===== config.mk =====
export PLATFORM = sky130hd
export DESIGN_NAME = stage_detranslation
export DESIGN_NICKNAME = d
export VERILOG_FILES = /design/src/rtl/stage_detranslation.sv
export SDC_FILE = /design/constraint.sdc
export NUM_CORES = 1
export LEC_CHECK = 0
export CAP_MARGIN = 20
export CORE_UTILIZATION = 48
export CTS_CLUSTER_DIAMETER = 60
export DETAILED_ROUTE_END_ITERATION = 10
export PLACE_DENSITY_LB_ADDON = 0.08
export SLEW_MARGIN = 40
export SYNTH_ARGS = -nofsm -noshare
export SYNTH_HDL_FRONTEND = slang
export SYNTH_SLANG_ARGS = --single-unit

===== constraint.sdc =====
create_clock -name clk -period 5.1 [get_ports clk]
set_clock_uncertainty 0.1 [all_clocks]
set_input_delay 1.02 -clock clk [delete_from_list [all_inputs] [get_ports clk]]
set_output_delay 1.02 -clock clk [all_outputs]
set_load 0.01 [all_outputs]

===== src/rtl/stage_detranslation.sv =====
// stage_detranslation
// Front stage of the CORDIC rotation pipeline. Holds the active polygon
// (four absolute vertices, reference pixel, form, colour) behind a
// double-buffered host write port. Every cycle it emits each vertex as a
// signed Q10.8 offset from the reference pixel, plus pixel/polygon attributes.
//
// Ports
//   clk, reset                  clock (rising), async active-low reset
//   wr_en/wr_idx/wr_x/wr_y      write one vertex into the shadow set
//   commit, commit_ref_*,       request a shadow->active swap at the next
//   commit_form, commit_color   frame boundary; attributes captured on accept
//   bubble, pixel_x, pixel_y    incoming pipeline slot
//   cordic_v1_x..cordic_v4_y    19-bit signed offsets (offset << 8)
//   out_ref_*, out_form,        active polygon attributes
//   out_color
//   out_pixel_*, out_bubble     one-cycle passthrough
//   busy                        commit pending
//   commit_err                  one-cycle pulse on a rejected write/commit

// Per-vertex offset: d = v - ref in 11-bit signed, scaled to Q10.8.
module vertex_offset (
    input  logic [9:0]  vx,
    input  logic [9:0]  vy,
    input  logic [8:0]  rx,
    input  logic [8:0]  ry,
    input  logic        zero,
    output logic [18:0] off_x,
    output logic [18:0] off_y
);
    logic [10:0] dx, dy;

    // Operand ranges (0..1023 minus 0..511) always fit 11-bit signed.
    assign dx = {1'b0, vx} - {2'b00, rx};
    assign dy = {1'b0, vy} - {2'b00, ry};

    assign off_x = zero ? 19'd0 : {dx, 8'b0};
    assign off_y = zero ? 19'd0 : {dy, 8'b0};
endmodule

module stage_detranslation (
    input  logic        clk,
    input  logic        reset,
    input  logic        wr_en,
    input  logic [1:0]  wr_idx,
    input  logic [9:0]  wr_x,
    input  logic [9:0]  wr_y,
    input  logic        commit,
    input  logic [8:0]  commit_ref_x,
    input  logic [8:0]  commit_ref_y,
    input  logic        commit_form,
    input  logic [8:0]  commit_color,
    input  logic        bubble,
    input  logic [9:0]  pixel_x,
    input  logic [9:0]  pixel_y,
    output logic [18:0] cordic_v1_x,
    output logic [18:0] cordic_v1_y,
    output logic [18:0] cordic_v2_x,
    output logic [18:0] cordic_v2_y,
    output logic [18:0] cordic_v3_x,
    output logic [18:0] cordic_v3_y,
    output logic [18:0] cordic_v4_x,
    output logic [18:0] cordic_v4_y,
    output logic [8:0]  out_ref_x,
    output logic [8:0]  out_ref_y,
    output logic        out_form,
    output logic [8:0]  out_color,
    output logic [9:0]  out_pixel_x,
    output logic [9:0]  out_pixel_y,
    output logic        out_bubble,
    output logic        busy,
    output logic        commit_err
);
    localparam int NUM_VERTS = 4;

    typedef enum logic {IDLE = 1'b0, PENDING = 1'b1} state_t;
    state_t state, state_nxt;

    // Shadow, pending and active polygon state
    logic [NUM_VERTS-1:0][9:0] sh_x, sh_y, act_x, act_y, nxt_x, nxt_y;
    logic [NUM_VERTS-1:0]      sh_mask, act_mask, nxt_mask, mask_wr;
    logic [8:0]                pend_ref_x, pend_ref_y, pend_color;
    logic                      pend_form;
    logic [8:0]                act_ref_x, act_ref_y, act_color;
    logic                      act_form;
    logic [8:0]                nxt_ref_x, nxt_ref_y, nxt_color;
    logic                      nxt_form;

    logic commit_ok, swap, busy_d, err_d;
    logic [NUM_VERTS-1:0][18:0] off_x, off_y, off_x_q, off_y_q;

    // Mask as it will be after this cycle's write, so a same-cycle write
    // participates in the acceptance check.
    assign mask_wr   = sh_mask | (wr_en ? (4'b0001 << wr_idx) : 4'b0000);
    assign commit_ok = commit && ((mask_wr == 4'b0000) ||
                       (commit_form ? (&mask_wr[2:0]) : (&mask_wr)));
    assign swap      = (state == PENDING) && !bubble &&
                       (pixel_x == 10'd0) && (pixel_y == 10'd0);

    // FSM: state register
    always_ff @(posedge clk or negedge reset) begin
        if (!reset) state <= IDLE;
        else        state <= state_nxt;
    end

    // FSM: next state
    always_comb begin
        state_nxt = state;
        case (state)
            IDLE:    if (commit_ok) state_nxt = PENDING;
            PENDING: if (swap)      state_nxt = IDLE;
            default: state_nxt = IDLE;
        endcase
    end

    // FSM: outputs (registered below)
    always_comb begin
        busy_d = (state_nxt == PENDING);
        err_d  = 1'b0;
        case (state)
            IDLE:    err_d = commit && !commit_ok;
            PENDING: err_d = wr_en || commit;
            default: err_d = 1'b0;
        endcase
    end

    // Shadow set and pending attributes; writes only land in IDLE.
    always_ff @(posedge clk or negedge reset) begin
        if (!reset) begin
            sh_x       <= '0;
            sh_y       <= '0;
            sh_mask    <= '0;
            pend_ref_x <= '0;
            pend_ref_y <= '0;
            pend_form  <= 1'b0;
            pend_color <= '0;
        end else begin
            if (state == IDLE && wr_en) begin
                sh_x[wr_idx] <= wr_x;
                sh_y[wr_idx] <= wr_y;
                sh_mask      <= mask_wr;
            end
            if (state == IDLE && commit_ok) begin
                pend_ref_x <= commit_ref_x;
                pend_ref_y <= commit_ref_y;
                pend_form  <= commit_form;
                pend_color <= commit_color;
            end
            if (swap) sh_mask <= '0;
        end
    end

    // Active set as seen by this cycle's pixel: the boundary pixel already
    // uses the freshly swapped set.
    always_comb begin
        nxt_x     = swap ? sh_x       : act_x;
        nxt_y     = swap ? sh_y       : act_y;
        nxt_mask  = swap ? sh_mask    : act_mask;
        nxt_ref_x = swap ? pend_ref_x : act_ref_x;
        nxt_ref_y = swap ? pend_ref_y : act_ref_y;
        nxt_form  = swap ? pend_form  : act_form;
        nxt_color = swap ? pend_color : act_color;
    end

    always_ff @(posedge clk or negedge reset) begin
        if (!reset) begin
            act_x     <= '0;
            act_y     <= '0;
            act_mask  <= '0;
            act_ref_x <= '0;
            act_ref_y <= '0;
            act_form  <= 1'b0;
            act_color <= '0;
        end else begin
            act_x     <= nxt_x;
            act_y     <= nxt_y;
            act_mask  <= nxt_mask;
            act_ref_x <= nxt_ref_x;
            act_ref_y <= nxt_ref_y;
            act_form  <= nxt_form;
            act_color <= nxt_color;
        end
    end

    // Offset lanes; v4 is suppressed for triangles, everything for an
    // empty polygon so the back end falls back to its default vertex.
    for (genvar g = 0; g < NUM_VERTS; g++) begin : g_vert
        vertex_offset u_off (
            .vx    (nxt_x[g]),
            .vy    (nxt_y[g]),
            .rx    (nxt_ref_x),
            .ry    (nxt_ref_y),
            .zero  ((nxt_mask == '0) || (g == NUM_VERTS-1 && nxt_form)),
            .off_x (off_x[g]),
            .off_y (off_y[g])
        );
    end

    // Output registers
    always_ff @(posedge clk or negedge reset) begin
        if (!reset) begin
            off_x_q     <= '0;
            off_y_q     <= '0;
            out_ref_x   <= '0;
            out_ref_y   <= '0;
            out_form    <= 1'b0;
            out_color   <= '0;
            out_pixel_x <= '0;
            out_pixel_y <= '0;
            out_bubble  <= 1'b0;
            busy        <= 1'b0;
            commit_err  <= 1'b0;
        end else begin
            off_x_q     <= off_x;
            off_y_q     <= off_y;
            out_ref_x   <= nxt_ref_x;
            out_ref_y   <= nxt_ref_y;
            out_form    <= nxt_form;
            out_color   <= nxt_color;
            out_pixel_x <= pixel_x;
            out_pixel_y <= pixel_y;
            out_bubble  <= bubble;
            busy        <= busy_d;
            commit_err  <= err_d;
        end
    end

    assign cordic_v1_x = off_x_q[0];
    assign cordic_v1_y = off_y_q[0];
    assign cordic_v2_x = off_x_q[1];
    assign cordic_v2_y = off_y_q[1];
    assign cordic_v3_x = off_x_q[2];
    assign cordic_v3_y = off_y_q[2];
    assign cordic_v4_x = off_x_q[3];
    assign cordic_v4_y = off_y_q[3];
endmodule

### Word level (Yosys, flattened, before mapping)

Index checks and enable logic that the tools add are counted.

* bits of input ports: 75
* word-level logic and storage cells: 98
* output and inout bits: 203
* flip-flop bits (word level): 399

* mux-type cells: 26
* reduce and logical (&&, ||, !) cells: 20
* shifts and indexed selects: 1
* $add $sub $neg: 8
* bitwise logic cells: 2
* magnitude comparators: 2

Operators with widths (number)
* 19-bit 2-to-1 mux: 8
* 10-bit by 9-bit subtractor with 11-bit output: 8
* 40-bit bitwise mux: 2
* 40-bit 2-to-1 mux: 2
* 10-bit demux with 2-bit select: 1
* 10-bit logical NOT: 2
* 9-bit 2-to-1 mux: 2
* 4-bit 2-to-1 mux: 4
* 10-bit 2-to-1 mux: 1
* 1-bit logical AND: 8
* 4-bit logical NOT: 2
* 1-bit 2-to-1 mux: 4
* 4-bit bitwise OR: 1
* 1-bit one-hot mux with 2 select lines: 2
* 4-bit AND reduction: 1
* 1-bit by 2-bit << shifter with 4-bit output, first input constant: 1
* 1-bit logical OR: 3
* 2-bit by 3-bit less-than comparator with 1-bit output, second input constant: 1
* 3-bit AND reduction: 1
* 2-bit by 1-bit greater-or-equal comparator with 1-bit output, second input constant: 1
* 1-bit logical NOT: 2
* 2-bit nonzero test: 1
* 1-bit inverter: 1

### Logic depth before layout (Yosys ltp)

Gate-level depths: netlist of run 1.

* word-level depth: 10
* gate-level depth with buffers: 22
* depth with buffers taken out: 16

### Modules after synthesis

A second synthesis of run 1 with hierarchy kept.

* cell total of the unflattened synthesis: 1373
* area, all modules: 17679.5 µm²

By module, submodules not included
* stage_detranslation: area each 12931.2 µm², seq. area each 9984.6 µm², instances 1, cells an instance 685
* vertex_offset (g_vert[1].u_off ...): area each 1182.4 µm², seq. area each 0.0 µm², instances 3, cells an instance 172
* vertex_offset (g_vert[0].u_off): area each 1201.2 µm², seq. area each 0.0 µm², instances 1, cells an instance 172

### Worst setup path before layout of run 1

No wires, ideal clock.

* path kind: in2reg
* start point: input port pixel_y[5]
* end point: register off_y_q (netlist bit cordic_v3_y[16])
* required time: 4.921 ns
* data arrival time: 5.378 ns
* buffers on the path: 5
* slack: -0.458 ns
* stages: 18
* setup time: 0.079 ns
* cell sequence: or4_4 -> nor3_4 -> nand2_2 -> buf_6 -> buf_2 -> buf_2 -> buf_2 -> buf_2 -> mux2i_1 -> inv_1 -> fa_1 -> maj3_1 -> maj3_1 -> mux2i_1 -> a21o_1 -> a2111oi_0 -> nor3_1 -> mux2i_1

* word-level cells in the longest chain between the ends: 5
* elaborated cells on any way between the ends: 8
* classes of those cells: add/sub: 1; mux: 4; reduce/logical: 3

RTL lines
* from (decl): RTL line 54 `input logic [9:0] pixel_y,`
* 10-bit logical NOT: RTL line 97 `(pixel_x == 10'd0) && (pixel_y == 10'd0);`
* 1-bit logical AND: RTL line 97
* 9-bit 2-to-1 mux: RTL line 159 `nxt_ref_y = swap ? pend_ref_y : act_ref_y;`
* named net g_vert[0].u_off.ry[1]: RTL line 25 `input logic [8:0] ry,`
* 10-bit by 9-bit subtractor with 11-bit output: RTL line 34 `assign dy = {1'b0, vy} - {2'b00, ry};`
* 19-bit 2-to-1 mux: RTL line 37 `assign off_y = zero ? 19'd0 : {dy, 8'b0};`
* named net g_vert[2].u_off.off_y[16]: RTL line 28 `output logic [18:0] off_y`
* to (signal assigned): RTL line 214 `off_y_q <= off_y;`
* to (decl): RTL line 89 `logic [NUM_VERTS-1:0][18:0] off_x, off_y, off_x_q, off_y_q;`

The timed path passes the listed nets, and every way through them passes these cells.
A chain may end at the register's enable or synchronous reset.

### Worst setup path after layout of run 1

* start point: input port pixel_y[5]
* end point: register off_y_q (netlist bit cordic_v3_y[18])

* word-level cells in the longest chain between the ends: 5
* elaborated cells on any way between the ends: 8
* classes of those cells: add/sub: 1; mux: 4; reduce/logical: 3

RTL lines
* 10-bit logical NOT: RTL line 97
* 1-bit logical AND: RTL line 97
* 40-bit 2-to-1 mux: RTL line 156 `nxt_y = swap ? sh_y : act_y;`
* named net g_vert[2].u_off.vy[0]: RTL line 23 `input logic [9:0] vy,`
* 10-bit by 9-bit subtractor with 11-bit output: RTL line 34
* 19-bit 2-to-1 mux: RTL line 37
* named net g_vert[2].u_off.off_y[18]: RTL line 28

The timed path passes the listed nets, and every way through them passes these cells.

==> metrics, run 1 <==
Final Setup Violations=0; Max Clock Freq=0.2075 GHz; H-tree depth reported by CTS=2; final-layout worst hold slack=0.3579 ns; area leader, netlist=dfrtp_1; sequential share of power=0.479; relative slew slack=0.5141; EDFF count, synth=0; top post-synthesis cells by area=dfrtp_1, mux2_2, nand2_1, ha_1, buf_4; Via density=5.021; #FFs+latches synth=335; Cell Rows=66; clock-pin slew on the worst setup and hold paths=0.06 ns; ys flop type=dfrtp_1; worst setup path class=input port to flip-flop; count of cell types in the netlist=71; Total Power Consumption=7.185 mW; Period Utilization, post-route=0.9451; count of maximum capacitance violations=0; post-route minimum period=4.820 ns; top-area cell type share of the netlist area=0.5272; leakage=9.890 nW; pin count of the biggest net entering global routing=105; vertical die dimension=184.0 um; instance area after placement=19,030 um2; number of buffers between clock root and the deepest sink=3; number of antenna violations at the first check in global routing=0; Syn Area/Cell=10.68 um2; DPL Wire Length=27.96 mm; clk_lat worst skew=0.52 ns; ordered cell list for the critical path=clkdlybuf4s50_1 > or4_4 > or3_1 > nor2_8 > nand2_1 > nand2_1 > inv_1 > ha_4 > fa_2 > maj3_2 > maj3_1 > mux2i_1 > a21o_1 > a2111oi_0 > nor3_1 > a2111oi_0; proportion of power drawn by the clock network=0.397; Routed WL per cell=17.39 um; post-synth design cell area=15,900 um2; setup repair after global routing missed its margin=yes; count of boundary I/O pins=278; final number of hold-violating endpoints=0; share of layout cells above drive strength 1=0.1666; Slowest-stage cell, CP=or4_4; sequential share of the synthesized area=0.5272; number of filler instances in the final layout=2,683; TritonRoute pass-1 iters=5; largest fanout of any net on the critical path=8; WP data required=5.37 ns; Comb power frac=0.125; clock root buffer=clkbuf_16; number of standard cells in the layout, taps in and fillers out=2,249; data arrival time of the critical path=5.09 ns; vias in the first global route=11,666; internal power component=5.429 mW; standard cell core area=32,540 um2; Total Die Area=33,860 um2; global-route wire length before repair=63.04 mm; number of buffers inserted during clock tree synthesis=38; Least-Margin Pin Slew=0.7289 ns; remaining antenna violation count=0; CP Launch Type=input port; drt initial violations=566; run status=finished, final reports clean; fraction of registers with async set/reset=1.000; CTS tree=yes; path class of the lowest-slack min-delay path=flip-flop to flip-flop; switching power summed over all nets=1.755 mW; maximum vdd drop=0.0002400 V; initial core utilization=0.4887; die outline width=184.0 um; ranking of synthesized cells by instance count=dfrtp_1, nand2_1, nor2_1, mux2_2, inv_1; Post-Syn Instances=1,489; Detailed Route WL=39.11 mm; total vias in the final route=11,292; area overhead of the layout relative to synthesis=28.03%; GRT Resource Usage Total=0.2422; max incr delay on CP=0.58 ns; total global routing overflow=0; # DRC=0; port bufs=213; CTS sink count=335; most instantiated library cell after synthesis=dfrtp_1; post-layout instance area=20,360 um2; Final Max Tran Viols=0; switching portion of total power=0.2443; final core utilization=0.6257; category of the worst setup path capture point=flip-flop; RePlAce Congestion=0.8502; yosys synthesis warning count=0; Placed Cells=2,185; nets=1,925; total power density per cell area=352.9 nW/um2; antenna diode count=0
power groups by stage:
stage,registers (mW),clock network (mW),logic [mW]
2_1_floorplan,3.35,0,0.709
3_3_place_gp,3.46,0,0.873
3_5_place_dp,3.48,0,0.904
4_1_cts,3.43,2.92,0.909
5_1_grt,3.50,3.04,0.999
6_report,3.44,2.85,0.898
layer usage:
metal,track usage,share of wire
met1,0.3216,0.44
met2,0.4015,0.48
met3,0.04972,0.056
met4,0.06800,0.021
met5,0,0
placed cells by master, fill, tap and decap left out, drive strengths merged, types with 5 or more instances in the layout:
cell / count
nand2: 276
nor2: 117
or3: 5
ha: 59
xnor2: 40
nand4: 6
mux2: 104
a21o: 10
mux2i: 39
dfrtp: 335
a21oi: 37
xor2: 26
nor4: 7
inv: 76
conb: 64
nor2b: 13
clkbuf: 54
a2111oi: 7
maj3: 25
buf: 102
nand2b: 14
clkinv: 5
nor3: 31
fa: 8
nand3: 9
o31ai: 12
clkdlybuf4s50: 212
o21ai: 54
stage by stage:
stage / setup TNS (ns) / setup slack, ns
6_report: 0 / 0.2802
4_1_cts: 0 / 0.1670
2_1_floorplan: 0 / 0.01511
3_3_place_gp: -1.431 / -0.2563
5_1_grt: -0.02326 / -0.02326
3_5_place_dp: -2.905 / -0.3385
final timing paths:
| path | startpoint | end | slack, ns | depth (start not counted) |
|---|---|---|---|---|
| worst min register to register | pend_color[7] | out_color[7] | 0.36 | 2 |
| max in group asynchronous | reset | out_ref_x[5] | 3.46 | 2 |
| worst min-delay path | pend_color[7] | out_color[7] | 0.36 | 2 |
| worst max-delay path | pixel_y[5] | cordic_v3_y[18] | 0.28 | 16 |
| min in group asynchronous | reset | pend_ref_y[2] | 0.41 | 1 |
| worst max register to register | busy | cordic_v4_x[16] | 0.69 | 16 |
logic make-up (layout without fill, tap and decap cells):
kind of cell / Yosys count / count (layout) / share of synthesized area
compound gates: 157 / 157 / 0.06382
simple gates: 497 / 497 / 0.1365
other cells: 1 / 64 / 0.0002358
fa+ha+maj: 92 / 92 / 0.07232
buf+inv: 198 / 453 / 0.06508
mux: 143 / 143 / 0.09844
xor+xnor: 66 / 66 / 0.03636
flops: 335 / 335 / 0.5272
cell type report:
| cell class | count | area, um2 | share of cell area |
|---|---|---|---|
| multi-input cells | 1019 | 6813 | 0.3347 |
| repair buffers | 314 | 2995 | 0.1471 |
| clock inverters | 10 | 163.9 | 0.008052 |
| clock buffers | 54 | 1165 | 0.05722 |
| inverters | 75 | 284.0 | 0.01395 |
| well taps | 442 | 553.0 | 0.02717 |
| flip-flops and latches | 335 | 8383 | 0.4118 |
sequential cells by signal (all words and copies together), names as in the netlist, 40 cells and up:
| register | cells |
|---|---|
| act_x | 40 |
| act_y | 40 |
| sh_x | 40 |
| sh_y | 40 |
worst max-delay path: cells and delay by family:
kind	cells	cell delay (ns)
AND/OR/NAND/NOR	6	1.62
AO/OA/AOI/OAI	3	0.45
multiplexers	1	0.24
buffers and inverters	2	0.49
adder cells (fa/ha/maj)	4	1.28
repair_timing:
item | in CTS | in global routing
endpoints found under the setup margin | 0 | 2
hold buffers | 0 | 0
resized for setup | 0 | 2
buffers inserted | 0 | 0
hold endpoints to repair | 0 | 0
No activity file was read; power rests on OpenSTA's default activity.
==> run 2, diff against run 1 <==
--- a/config.mk
+++ b/config.mk
@@ -6,10 +6,12 @@
 export NUM_CORES = 1
 export LEC_CHECK = 0
 export CAP_MARGIN = 20
-export CORE_UTILIZATION = 48
+export CORE_UTILIZATION = 58
 export CTS_CLUSTER_DIAMETER = 60
 export DETAILED_ROUTE_END_ITERATION = 10
+export DONT_BUFFER_PORTS = 1
 export PLACE_DENSITY_LB_ADDON = 0.08
+export SKIP_LAST_GASP = 1
 export SLEW_MARGIN = 40
 export SYNTH_ARGS = -nofsm -noshare
 export SYNTH_HDL_FRONTEND = slang
==> run 2 against run 1 <==
Via count fell by 9.3%. Sequential power barely moved. Setup slack improved by 0.29 ns. Clock-buffer cell count rose by 2. Total power fell by 5.7%. Sequential cell count did not move. Critical path depth did not move. Largest cell class unchanged. Largest power group unchanged.
==> metrics, run 2 (same netlist as run 1, synthesis figures left out) <==
run status=finished, final reports clean; # DRC=0 (unchanged); switching portion of total power=0.2425 (-0.001828); Cell Rows=60 (-9.1%); post-route minimum period=4.526 ns (-0.2934 ns); Crit path depth=16 (unchanged); total global routing overflow=0 (unchanged); H-tree depth reported by CTS=2 (unchanged); largest fanout of any net on the critical path=13 (+5); Routed WL per cell=19.37 um (+11%); maximum vdd drop=0.0002281 V (-5.0%); count of maximum capacitance violations=0 (unchanged); category of the worst setup path capture point=flip-flop; WP data required=5.36 ns (about the same); vertical die dimension=167.6 um (-8.9%); clock root buffer=clkbuf_16; proportion of power drawn by the clock network=0.384 (-0.013); CTS tree=yes; Slowest-stage cell, CP=or4_4; Final Setup Violations=0 (unchanged); path depth of the worst reg2reg path=15 (-1); most common cell after layout, fill and taps aside=dfrtp_1; fraction of met3 tracks used by global routing=0.05271 (+0.002984); TritonRoute pass-1 iters=6 (+1); CTS sink count=335 (unchanged); critical path's most frequent cell=nand2_1; clock-pin slew on the worst setup and hold paths=0.06 ns (about the same); CP Launch Type=input port; internal power component=5.134 mW (-5.4%); share of layout cells above drive strength 1=0.1460 (-0.02062); grt met2 use=0.4391 (+0.03762); clk_lat worst skew=0.51 ns (about the same); leakage=8.669 nW (-12%); drt initial violations=770 (+36%); Total Die Area=28,080 um2 (-17%); post-CTS resize count=0 (unchanged); RePlAce Congestion=0.8287 (-2.5%); switching power summed over all nets=1.643 mW (-6.4%); total power density per cell area=391.0 nW/um2 (+11%); initial core utilization=0.5900 (+0.1013); DPL Wire Length=24.05 mm (-14%); Detailed Route WL=36.07 mm (-7.8%); commonest cells after routing, fill and taps aside=dfrtp_1, nand2_1, nor2_1; die outline width=167.6 um (-8.9%); Period Utilization, post-route=0.8875 (-0.05752); area overhead of the layout relative to synthesis=9.002%; Final Max Tran Viols=0 (unchanged); data arrival time of the critical path=4.78 ns (-0.31 ns); path class of the lowest-slack min-delay path=input port to async pin; number of antenna violations at the first check in global routing=0 (unchanged); cell class contributing the biggest share of worst-path delay=simple AND/OR/NAND/NOR gates; final number of hold-violating endpoints=0 (unchanged); number of buffers inserted during clock tree synthesis=37 (-2.6%); ordered cell list for the critical path=or4_4 > or3_1 > nor2_8 > nand2_1 > nand2_1 > inv_1 > ha_1 > fa_2 > nor2_1 > o21ai_0 > maj3_1 > mux2i_1 > a21o_1 > a2111oi_1 > nor3_1 > a2111oi_0; nets=1,637 (-15%); global-route wire length before repair=57.02 mm (-9.5%); max incr delay on CP=0.56 ns (-0.02 ns); sequential share of power=0.507 (+0.028); number of buffers between clock root and the deepest sink=3 (unchanged); Comb power frac=0.109 (-0.016); Max Clock Freq=0.2209 GHz (+6.5%); vias in the first global route=10,299 (-12%); worst setup path class=input port to flip-flop; GRT Resource Usage Total=0.2633 (+0.02105); setup repair after global routing missed its margin=no; buffers plus inverters on the worst setup path=1 (-1); relative slew slack=0.5437 (+0.02965); aggregate negative setup slack=0 ns (unchanged); register-to-register setup slack=0.97 ns (+0.28 ns); number of filler instances in the final layout=2,104 (-22%); Via density=5.503 (+9.6%); antenna diode count=0 (unchanged); post-cts hold buffer count=0 (unchanged); final core utilization=0.6431 (+0.01741); remaining antenna violation count=0 (unchanged); count of boundary I/O pins=278 (unchanged); Top Usage Layer GRT=met2; port bufs=0 (-100%); pin count of the biggest net entering global routing=336 (+220%); post-CTS setup buffer count=0 (unchanged); standard cell core area=26,950 um2 (-17%); Least-Margin Pin Slew=0.6654 ns (-0.06352 ns); GR met1 Demand/Resource=0.3491 (+0.02754); total vias in the final route=10,247 (-9.3%)
-- run 2: final timing paths --
path,start,endpoint
max,pixel_y[5],cordic_v1_y[18]
min,reset,act_y[32]
max in group asynchronous,reset,sh_x[33]
min in group clk,pend_color[4],out_color[4]
max reg2reg,busy,cordic_v2_y[16]
min reg2reg,pend_color[4],out_color[4]
-- run 2: routing by layer --
metal  up-vias  wire [um]
li1       4836          -
met1      5034      15400
met2       311      17490
met3        66       2299
met4         0        880
met5         -          0
-- run 2: final cells by class --
class                           count  area, um2  area share
Clock buffer                       56       1087     0.06273
Clock inverter                      9      105.1    0.006064
Timing Repair Buffer               27      227.7     0.01314
Multi-Input combinational cell   1019       6818      0.3934
Tap cell                          341      426.7     0.02462
Sequential cell                   335       8383      0.4837
Inverter                           75      284.0     0.01639
-- run 2: per-stage QoR --
stage | cells | total power [mW] | instance area [um2] | hold WS (ns) | worst slack (ns)
2_1_floorplan | 1552 | 4.057 | 16240 | 0.3331 | 0.01511
6_report | 1862 | 6.777 | 17330 | 0.1078 | 0.5736
3_5_place_dp | 1797 | 4.211 | 16140 | 0.3504 | 0.09043
3_3_place_gp | 1797 | 4.171 | 16130 | 0.3437 | 0.08949
5_1_grt | 1862 | 7.075 | 17330 | 0.09026 | 0.3339
4_1_cts | 1862 | 6.827 | 17330 | 0.09809 | 0.6027
-- run 2: worst reg2reg max path: cells and delay by family, from the launching register on --
| kind | cells | cell delay, ns |
|---|---|---|
| buffers and inverters | 1 | 0.16 |
| adders and majority gates | 3 | 1.13 |
| AOI/OAI and AO/OA | 5 | 1.04 |
| DFF | 1 | 0.34 |
| and+or+nand+nor | 6 | 1.28 |
-- run 2: power by group through the flow --
stage,logic [mW],registers (mW),clock network [mW]
floorplan,0.709,3.35,0
global placement,0.713,3.46,0
detailed placement,0.740,3.47,0
CTS,0.742,3.43,2.66
global route,0.821,3.49,2.77
finish,0.740,3.43,2.60
==> run 3, diff against run 2 <==
--- a/config.mk
+++ b/config.mk
@@ -6,6 +6,7 @@
 export NUM_CORES = 1
 export LEC_CHECK = 0
 export CAP_MARGIN = 20
+export CORE_MARGIN = 5
 export CORE_UTILIZATION = 58
 export CTS_CLUSTER_DIAMETER = 60
 export DETAILED_ROUTE_END_ITERATION = 10
==> run 3 against run 2 <==
Combinational power is essentially flat. Non-clock buffer count up 2. Register-to-register slack got worse by 0.05 ns. Via count up 0.29%. Sequential share of layout area up 0.074 points. Clock power about the same. Hold slack better by 0.0021 ns. Die area rose by 9.8%. Utilization down 0.097 points. Global-route usage down 2.4 points. Design area is 0.15% lower.
==> metrics, run 3 (same netlist as run 1, synthesis figures left out) <==
Total Die Area=30,820 um2 (+9.8%); most common cell after layout, fill and taps aside=dfrtp_1; post-CTS resize count=0 (unchanged); vias in the first global route=10,606 (+3.0%); area overhead of the layout relative to synthesis=8.837%; TritonRoute pass-1 iters=5 (-1); remaining antenna violation count=0 (unchanged); pin count of the biggest net entering global routing=336 (unchanged); maximum vdd drop=0.0003656 V (+60%); worst setup path class=input port to flip-flop; clock-pin slew on the worst setup and hold paths=0.06 ns (about the same); nets=1,637 (unchanged); leakage=8.655 nW (-0.16%); switching power summed over all nets=1.650 mW (+0.43%); drt initial violations=738 (-4.2%); Final Max Tran Viols=0 (unchanged); count of maximum capacitance violations=0 (unchanged); post-layout instance area=17,310 um2 (-0.15%); number of buffers inserted during clock tree synthesis=35 (-5.4%); count of boundary I/O pins=278 (unchanged); path class of the lowest-slack min-delay path=input port to async pin; Via density=5.525 (+0.40%); category of the worst setup path capture point=flip-flop; CTS sink count=335 (unchanged); proportion of power drawn by the clock network=0.381 (-0.003); relative slew slack=0.4902 (-0.05348); H-tree depth reported by CTS=2 (unchanged); total power density per cell area=390.4 nW/um2 (-0.16%); number of filler instances in the final layout=2,137 (+1.6%); Max Clock Freq=0.2208 GHz (about the same); aggregate negative setup slack=0 ns (unchanged); post-route minimum period=4.528 ns (+0.001830 ns); total vias in the final route=10,277 (+0.29%); Final Setup Violations=0 (unchanged); commonest cells after routing, fill and taps aside=dfrtp_1, nand2_1, nor2_1; standard cell core area=26,950 um2 (unchanged); global-route wire length before repair=58.75 mm (+3.0%); Cell Rows=60 (unchanged); port bufs=0 (unchanged); post-CTS setup buffer count=0 (unchanged); CP Launch Type=input port; sequential share of power=0.509 (+0.002); antenna diode count=0 (unchanged); clk_lat worst skew=0.52 ns (about the same); Routed WL per cell=19.83 um (+2.4%); initial core utilization=0.5900 (unchanged); WP data required=5.39 ns (+0.03 ns); largest fanout of any net on the critical path=13 (unchanged); RePlAce Congestion=0.8317 (+0.36%); run status=finished, final reports clean; final number of hold-violating endpoints=0 (unchanged); setup repair after global routing missed its margin=no; data arrival time of the critical path=4.81 ns (+0.03 ns); vertical die dimension=175.6 um (+4.8%); Comb power frac=0.110 (about the same); CTS tree=yes; post-cts hold buffer count=0 (unchanged); Period Utilization, post-route=0.8879 (about the same); Least-Margin Pin Slew=0.7646 ns (+0.09925 ns); switching portion of total power=0.2443 (+0.001822); number of buffers between clock root and the deepest sink=3 (unchanged); DPL Wire Length=25.36 mm (+5.4%); number of antenna violations at the first check in global routing=0 (unchanged); share of layout cells above drive strength 1=0.1481 (+0.002167); total global routing overflow=0 (unchanged); Detailed Route WL=36.88 mm (+2.3%); die outline width=175.6 um (+4.8%); # DRC=0 (unchanged); instance area after placement=16,140 um2 (about the same); clock root buffer=clkbuf_16; internal power component=5.105 mW (-0.55%); GRT Resource Usage Total=0.2395 (-0.02373)
run 3: changes by cell type in the layout (fill, tap and decap cells not counted):
| cell | before | now |
|---|---|---|
| buf_12 | 2 | 1 |
| clkinv_4 | 2 | 0 |
| clkinv_2 | 4 | 6 |
| and4_4 | 0 | 1 |
| clkbuf_1 | 10 | 5 |
| clkbuf_8 | 9 | 5 |
| clkbuf_16 | 37 | 35 |
| inv_6 | 0 | 3 |
| and4_2 | 1 | 0 |
| buf_4 | 25 | 28 |
| clkinvlp_4 | 1 | 3 |
| bufinv_16 | 2 | 4 |
run 3: worst max-delay path, cell delays in order:
cell and delay, ns:
or4_4 0.57, or3_1 0.43, nor2_8 0.27, nand2_1 0.08
nand2_1 0.08, inv_1 0.05, ha_1 0.20, fa_1 0.43
maj3_1 0.39, or2_2 0.29, a311oi_1 0.35, o21ai_1 0.13
a21oi_1 0.28, xnor2_1 0.17, nor2_1 0.05
run 3: power by group through the flow:
| stage | clock network [mW] | registers (mW) | logic (mW) |
|---|---|---|---|
| floorplan | 0 | 3.35 | 0.709 |
| finish | 2.58 | 3.44 | 0.741 |
| global route | 2.75 | 3.50 | 0.833 |
| detailed placement | 0 | 3.48 | 0.741 |
| CTS | 2.63 | 3.43 | 0.745 |
| global placement | 0 | 3.47 | 0.714 |
run 3: area by class of cell:
cell class / instances / area, um2 / area share
Tap cell: 341 / 426.7 / 0.02465
Multi-Input combinational cell: 1019 / 6819 / 0.3940
Sequential cell: 335 / 8383 / 0.4844
Timing Repair Buffer: 29 / 230.2 / 0.01330
Clock inverter: 16 / 198.9 / 0.01150
Inverter: 75 / 284.0 / 0.01641
Clock buffer: 45 / 963.4 / 0.05567
run 3: final timing paths:
path,depth (start not counted),startpoint,endpoint,slack (ns)
max in group asynchronous,0,reset,sh_x[12],4.15
min,0,reset,cordic_v1_y[10],0.11
max reg2reg,13,busy,cordic_v4_x[16],0.92
max,15,pixel_y[5],cordic_v4_x[16],0.57
min reg2reg,2,pend_color[7],out_color[7],0.35
min in group clk,2,pend_color[7],out_color[7],0.35
run 3: metal layers:
layer	GRT usage	part of all wire	vias to the layer above
met5	0	0	-
met4	0.05523	0.019	0
met3	0.05467	0.068	54
met2	0.4032	0.49	297
met1	0.3200	0.42	5070
li1	-	-	4856
run 3: metrics by stage:
stage | util | hold WS (ns) | power (mW) | worst slack [ns] | cells
after CTS | 0.6421 | 0.09535 | 6.805 | 0.6086 | 1860
after global routing | 0.6421 | 0.08634 | 7.077 | 0.3391 | 1860
final | 0.6421 | 0.1099 | 6.756 | 0.5717 | 1860
after global placement | 0.5987 | 0.3424 | 4.179 | 0.1505 | 1799
after floorplan | - | 0.3331 | 4.057 | 0.01511 | 1552
after detailed placement | 0.5989 | 0.3565 | 4.219 | 0.05360 | 1799
==> variant 1 (settings of run 1) <==
Take the reset off `out_pixel_x` and `out_pixel_y` and load them in a clocked block of their own.
--- a/src/rtl/stage_detranslation.sv
+++ b/src/rtl/stage_detranslation.sv
@@ -204,8 +204,6 @@
             out_ref_y   <= '0;
             out_form    <= 1'b0;
             out_color   <= '0;
-            out_pixel_x <= '0;
-            out_pixel_y <= '0;
             out_bubble  <= 1'b0;
             busy        <= 1'b0;
             commit_err  <= 1'b0;
@@ -216,12 +214,15 @@
             out_ref_y   <= nxt_ref_y;
             out_form    <= nxt_form;
             out_color   <= nxt_color;
-            out_pixel_x <= pixel_x;
-            out_pixel_y <= pixel_y;
             out_bubble  <= bubble;
             busy        <= busy_d;
             commit_err  <= err_d;
         end
+    end
+
+    always_ff @(posedge clk) begin
+        out_pixel_x <= pixel_x;
+        out_pixel_y <= pixel_y;
     end
 
     assign cordic_v1_x = off_x_q[0];
Formal check against the unedited RTL: not equivalent (a bounded check fails within 4 cycles, from zero or initial values and one cycle with reset low).
==> variant 1 against run 1 <==
Total power is 0.58% lower. Routed wire length rose by 0.82%. Area after synthesis fell by 0.63%. Sequential cell count unchanged. Cell area down 0.65%. Global-route usage shrank 0.050 points. Synthesized cell count did not move. Worst setup slack worse by 0.021 ns.
==> variant 1: results (changes against run 1) <==
Run status
  • Status: complete, no violations (unchanged)

Synthesis
  • Seq/Total Area, Yosys: 0.524 (was 0.527)
  • Post-synthesis mux area share: 0.0991 (was 0.0984)
  • Top cells by area, synth: dfrtp_1, mux2_2, nand2_1, ha_1, buf_4 (unchanged)
  • Adder-cell share of the synthesized area: 0.0728 (was 0.0723)
  • Post-Synth XOR/XNOR Area: 0.0366 (was 0.0364)
  • Async SR Flop Fraction: 0.940 (was 1.00)
  • Compound-Gate Fraction of Synth Area: 0.0642 (was 0.0638)
  • Post-synth cell types: 72 (was 71)
  • Synth cell count leaders: dfrtp_1, nand2_1, nor2_1, mux2_2, inv_1 (unchanged)

Global routing
  • Vias in the first global route: 11851 (was 11666)
  • Global-route wire length before repair: 62900 um (was 63000 um)
  • Met3 Usage GRT: 0.0466 (was 0.0497)
  • GR Util All Layers: 0.242 (about the same)
  • Largest net degree at the start of global routing: 106 (was 105)
  • Antenna violations before repair: 1 (was 0)

Pwr
  • Static Leak: 0.00980 uW (was 0.00989 uW)
  • VDD IR max: 256 uV (was 240 uV)

Placement
  • Placed cell area: 18900 um2 (was 19000 um2)
  • Pre-CTS WS: -0.265 ns (was -0.338 ns)
  • Dpl hpwl: 27800 um (was 28000 um)
  • Final GP Congestion: 0.878 (was 0.850)

Detailed routing
  • Total wire length: 39400 um (was 39100 um)
  • Via density: 5.08 (was 5.02)
  • 1st-iter DRT viols: 606 (was 566)

Layout
  • Filler cell count: 2694 (was 2683)
  • Number of nets in the layout: 1928 (was 1925)
  • Share of layout cells above drive strength 1: 0.166 (was 0.167)

Hold path
  • Min-Delay Endpoint: out_color[6]$_DFFE_PN0N_ (was out_color[7]$_DFFE_PN0N_)
  • Hold Startpoint: pend_color[6]$_DFFE_PN0P_ (was pend_color[7]$_DFFE_PN0P_)

STA
  • Final hold slack: 0.362 ns (was 0.358 ns)
  • Worst slew margin: 0.505 (was 0.514)

Worst setup path
  • CP max FO: 7 (was 8)
  • Critical path arrival: 5.12 ns (was 5.09 ns)
  • End of the worst register-to-register path: cordic_v4_x[17]$_DFF_PN0_ (was cordic_v4_x[16]$_DFF_PN0_)
  • Reg2reg setup slack: 1.08 ns (was 0.69 ns)
  • Critical Path Max Stage Delay: 0.56 ns (was 0.58 ns)
  • Worst r2r path cells: 15 (was 16)
[variant 1: repair_timing]
item | in CTS | in global routing
setup buffers | 0 | 0
setup endpoints to repair | 0 | 1
resized for setup | 0 | 1
[variant 1: area by class of cell]
cell class	instances	area (um2)	area share
Sequential cell	335	8280	0.410
Inverter	75	284	0.0140
Clock buffer	62	1200	0.0596
Multi-Input combinational cell	1019	6810	0.337
Timing Repair Buffer	317	2980	0.147
Tap cell	442	553	0.0273
Clock inverter	6	108	0.00532
[variant 1: worst max path at each step]
stage                           from  slack (ns)                         to  cells past startpoint
after floorplan           pixel_y[5]        0.02  cordic_v3_y[17]$_DFF_PN0_                     19
after global placement    pixel_y[5]       -0.21  cordic_v4_x[16]$_DFF_PN0_                     17
after detailed placement  pixel_y[5]       -0.26  cordic_v4_x[16]$_DFF_PN0_                     17
after CTS                 pixel_y[5]        0.25  cordic_v4_x[16]$_DFF_PN0_                     17
after global routing      pixel_y[5]        0.03  cordic_v4_x[16]$_DFF_PN0_                     17
final                     pixel_y[5]        0.26  cordic_v4_x[16]$_DFF_PN0_                     17
[variant 1: per-stage QoR]
step	power, uW	std cells
finish	7140	2256
global route	7490	2256
CTS	7210	2256
detailed placement	4370	2188
global placement	4330	2188
floorplan	4060	1552
[variant 1: metal layers]
metal  routed length, um  vias up
met3                2010       79
met5                  11        -
met2               19200      293
met1               17000     5625
li1                    -     5456
met4                1190        2
[variant 1: power by group through the flow]
| stage | sequential [uW] | combinational, uW | clock (uW) |
|---|---|---|---|
| global placement | 3450 | 883 | 0 |
| floorplan | 3350 | 709 | 0 |
| global route | 3480 | 1010 | 2990 |
| detailed placement | 3460 | 912 | 0 |
| finish | 3420 | 904 | 2820 |
| CTS | 3420 | 916 | 2880 |
==> variant 2 (flow settings as in run 1) <==
Without the edit above. The output `out_pixel_y` loses its register stage (`out_pixel_y` becomes a continuous assignment).
--- a/src/rtl/stage_detranslation.sv
+++ b/src/rtl/stage_detranslation.sv
@@ -205,7 +205,6 @@
             out_form    <= 1'b0;
             out_color   <= '0;
             out_pixel_x <= '0;
-            out_pixel_y <= '0;
             out_bubble  <= 1'b0;
             busy        <= 1'b0;
             commit_err  <= 1'b0;
@@ -217,12 +216,13 @@
             out_form    <= nxt_form;
             out_color   <= nxt_color;
             out_pixel_x <= pixel_x;
-            out_pixel_y <= pixel_y;
             out_bubble  <= bubble;
             busy        <= busy_d;
             commit_err  <= err_d;
         end
     end
+
+    assign out_pixel_y = pixel_y;
 
     assign cordic_v1_x = off_x_q[0];
     assign cordic_v1_y = off_y_q[0];
Function: changed (Yosys sat finds a counterexample within 4 cycles, from zero or initial values and one cycle with reset low).
==> variant 2 against run 1 <==
Cell area is 2.0% lower. Routed wire length is 2.4% lower. Area after synthesis is 1.1% lower. Largest power group unchanged. Worst setup slack better by 0.036 ns. Total power is 2.6% lower. Critical path type unchanged. First-iteration DRC count is 11% higher. Sequential cell count is 10 lower. Hold slack better by 0.0057 ns. Highest routed layer unchanged.
==> variant 2: results (changes against run 1) <==
Worst setup path
  • Critical Path Max Stage Delay: 0.56 ns (was 0.58 ns)
  • CP max FO: 12 (was 8)
  • Critical path arrival: 5.09 ns (about the same)
  • Worst r2r path cells: 17 (was 16)

Synthesis
  • Top cells by area, synth: dfrtp_1, mux2_2, nand2_1, ha_1, buf_4 (unchanged)
  • Async SR Flop Fraction: 1.00 (unchanged)
  • Adder-cell share of the synthesized area: 0.0731 (was 0.0723)
  • Post-synthesis mux area share: 0.0996 (was 0.0984)
  • Compound-Gate Fraction of Synth Area: 0.0645 (was 0.0638)
  • Synth cell count leaders: dfrtp_1, nand2_1, nor2_1, mux2_2 (was dfrtp_1, nand2_1, nor2_1, mux2_2, inv_1)
  • Post-Synth XOR/XNOR Area: 0.0368 (was 0.0364)

Clocking
  • CTS buffer count: 36 (was 38)

Pwr
  • Sequential share of power: 0.478 (was 0.479)
  • Clock power share: 0.392 (was 0.397)
  • Static Leak: 0.00968 uW (was 0.00989 uW)
  • VDD IR max: 274 uV (was 240 uV)
  • Clock net power: 2750 uW (was 2850 uW)
  • NetSw: 1740 uW (was 1760 uW)

Detailed routing
  • DRT met1 WL: 16900 um (was 17300 um)
  • WL met3: 2040 um (was 2170 um)
  • DR vias: 11289 (was 11292)
  • Met2 Wirelength: 18500 um (was 18800 um)
  • Total wire length: 38200 um (was 39100 um)
  • First-pass detailed-route iteration total: 6 (was 5)
  • Top Metal Used: met4 (unchanged)
  • 1st-iter DRT viols: 628 (was 566)

Global routing
  • Largest net degree at the start of global routing: 93 (was 105)
  • Met3 Usage GRT: 0.0411 (was 0.0497)
  • Met2 usage: 0.398 (was 0.402)
  • Met1 usage: 0.314 (was 0.322)
  • GR Util All Layers: 0.236 (was 0.242)
  • Global-route wire length before repair: 61300 um (was 63000 um)

Layout
  • Filler cell count: 2681 (was 2683)
  • Number of nets in the layout: 1904 (was 1925)
  • Share of layout cells above drive strength 1: 0.162 (was 0.167)

Hold path
  • Hold Startpoint: pend_color[8]$_DFFE_PN0P_ (was pend_color[7]$_DFFE_PN0P_)
  • HP Class: reg -> reg (unchanged)

STA
  • Slew @ Worst Pin: 0.883 ns (was 0.729 ns)

Placement
  • Placed cell area: 18700 um2 (was 19000 um2)
  • Dpl hpwl: 27000 um (was 28000 um)
  • Final GP Congestion: 0.842 (was 0.850)
  • Pre-CTS WS: -0.234 ns (was -0.338 ns)

Run status
  • Status: complete, no violations (unchanged)
==> variant 2: layout make-up <==
class	instances	share of cell area
clock buffers	51	0.0531
clock inverters	14	0.0102
inverters	75	0.0142
multi-input cells	1021	0.341
flip-flops and latches	325	0.408
well taps	435	0.0273
repair buffers	303	0.147
==> variant 2: worst paths after layout <==
kind	slack (ns)	end
setup / recovery	0.32	cordic_v2_x[18]$_DFF_PN0_
setup reg to reg	0.95	cordic_v2_x[18]$_DFF_PN0_
max in group asynchronous	3.44	out_color[6]$_DFFE_PN0N_
hold reg to reg	0.36	out_color[8]$_DFFE_PN0N_
min in group asynchronous	0.38	cordic_v4_y[9]$_DFF_PN0_
hold / removal	0.36	out_color[8]$_DFFE_PN0N_
==> variant 2: metrics by stage <==
step | utilization | instances | hold slack (ns)
global route | 0.626 | 2224 | 0.385
CTS | 0.625 | 2224 | 0.366
finish | 0.626 | 2224 | 0.364
detailed placement | 0.586 | 2159 | 0.352
global placement | 0.584 | 2157 | 0.344
floorplan | - | 1554 | 0.333
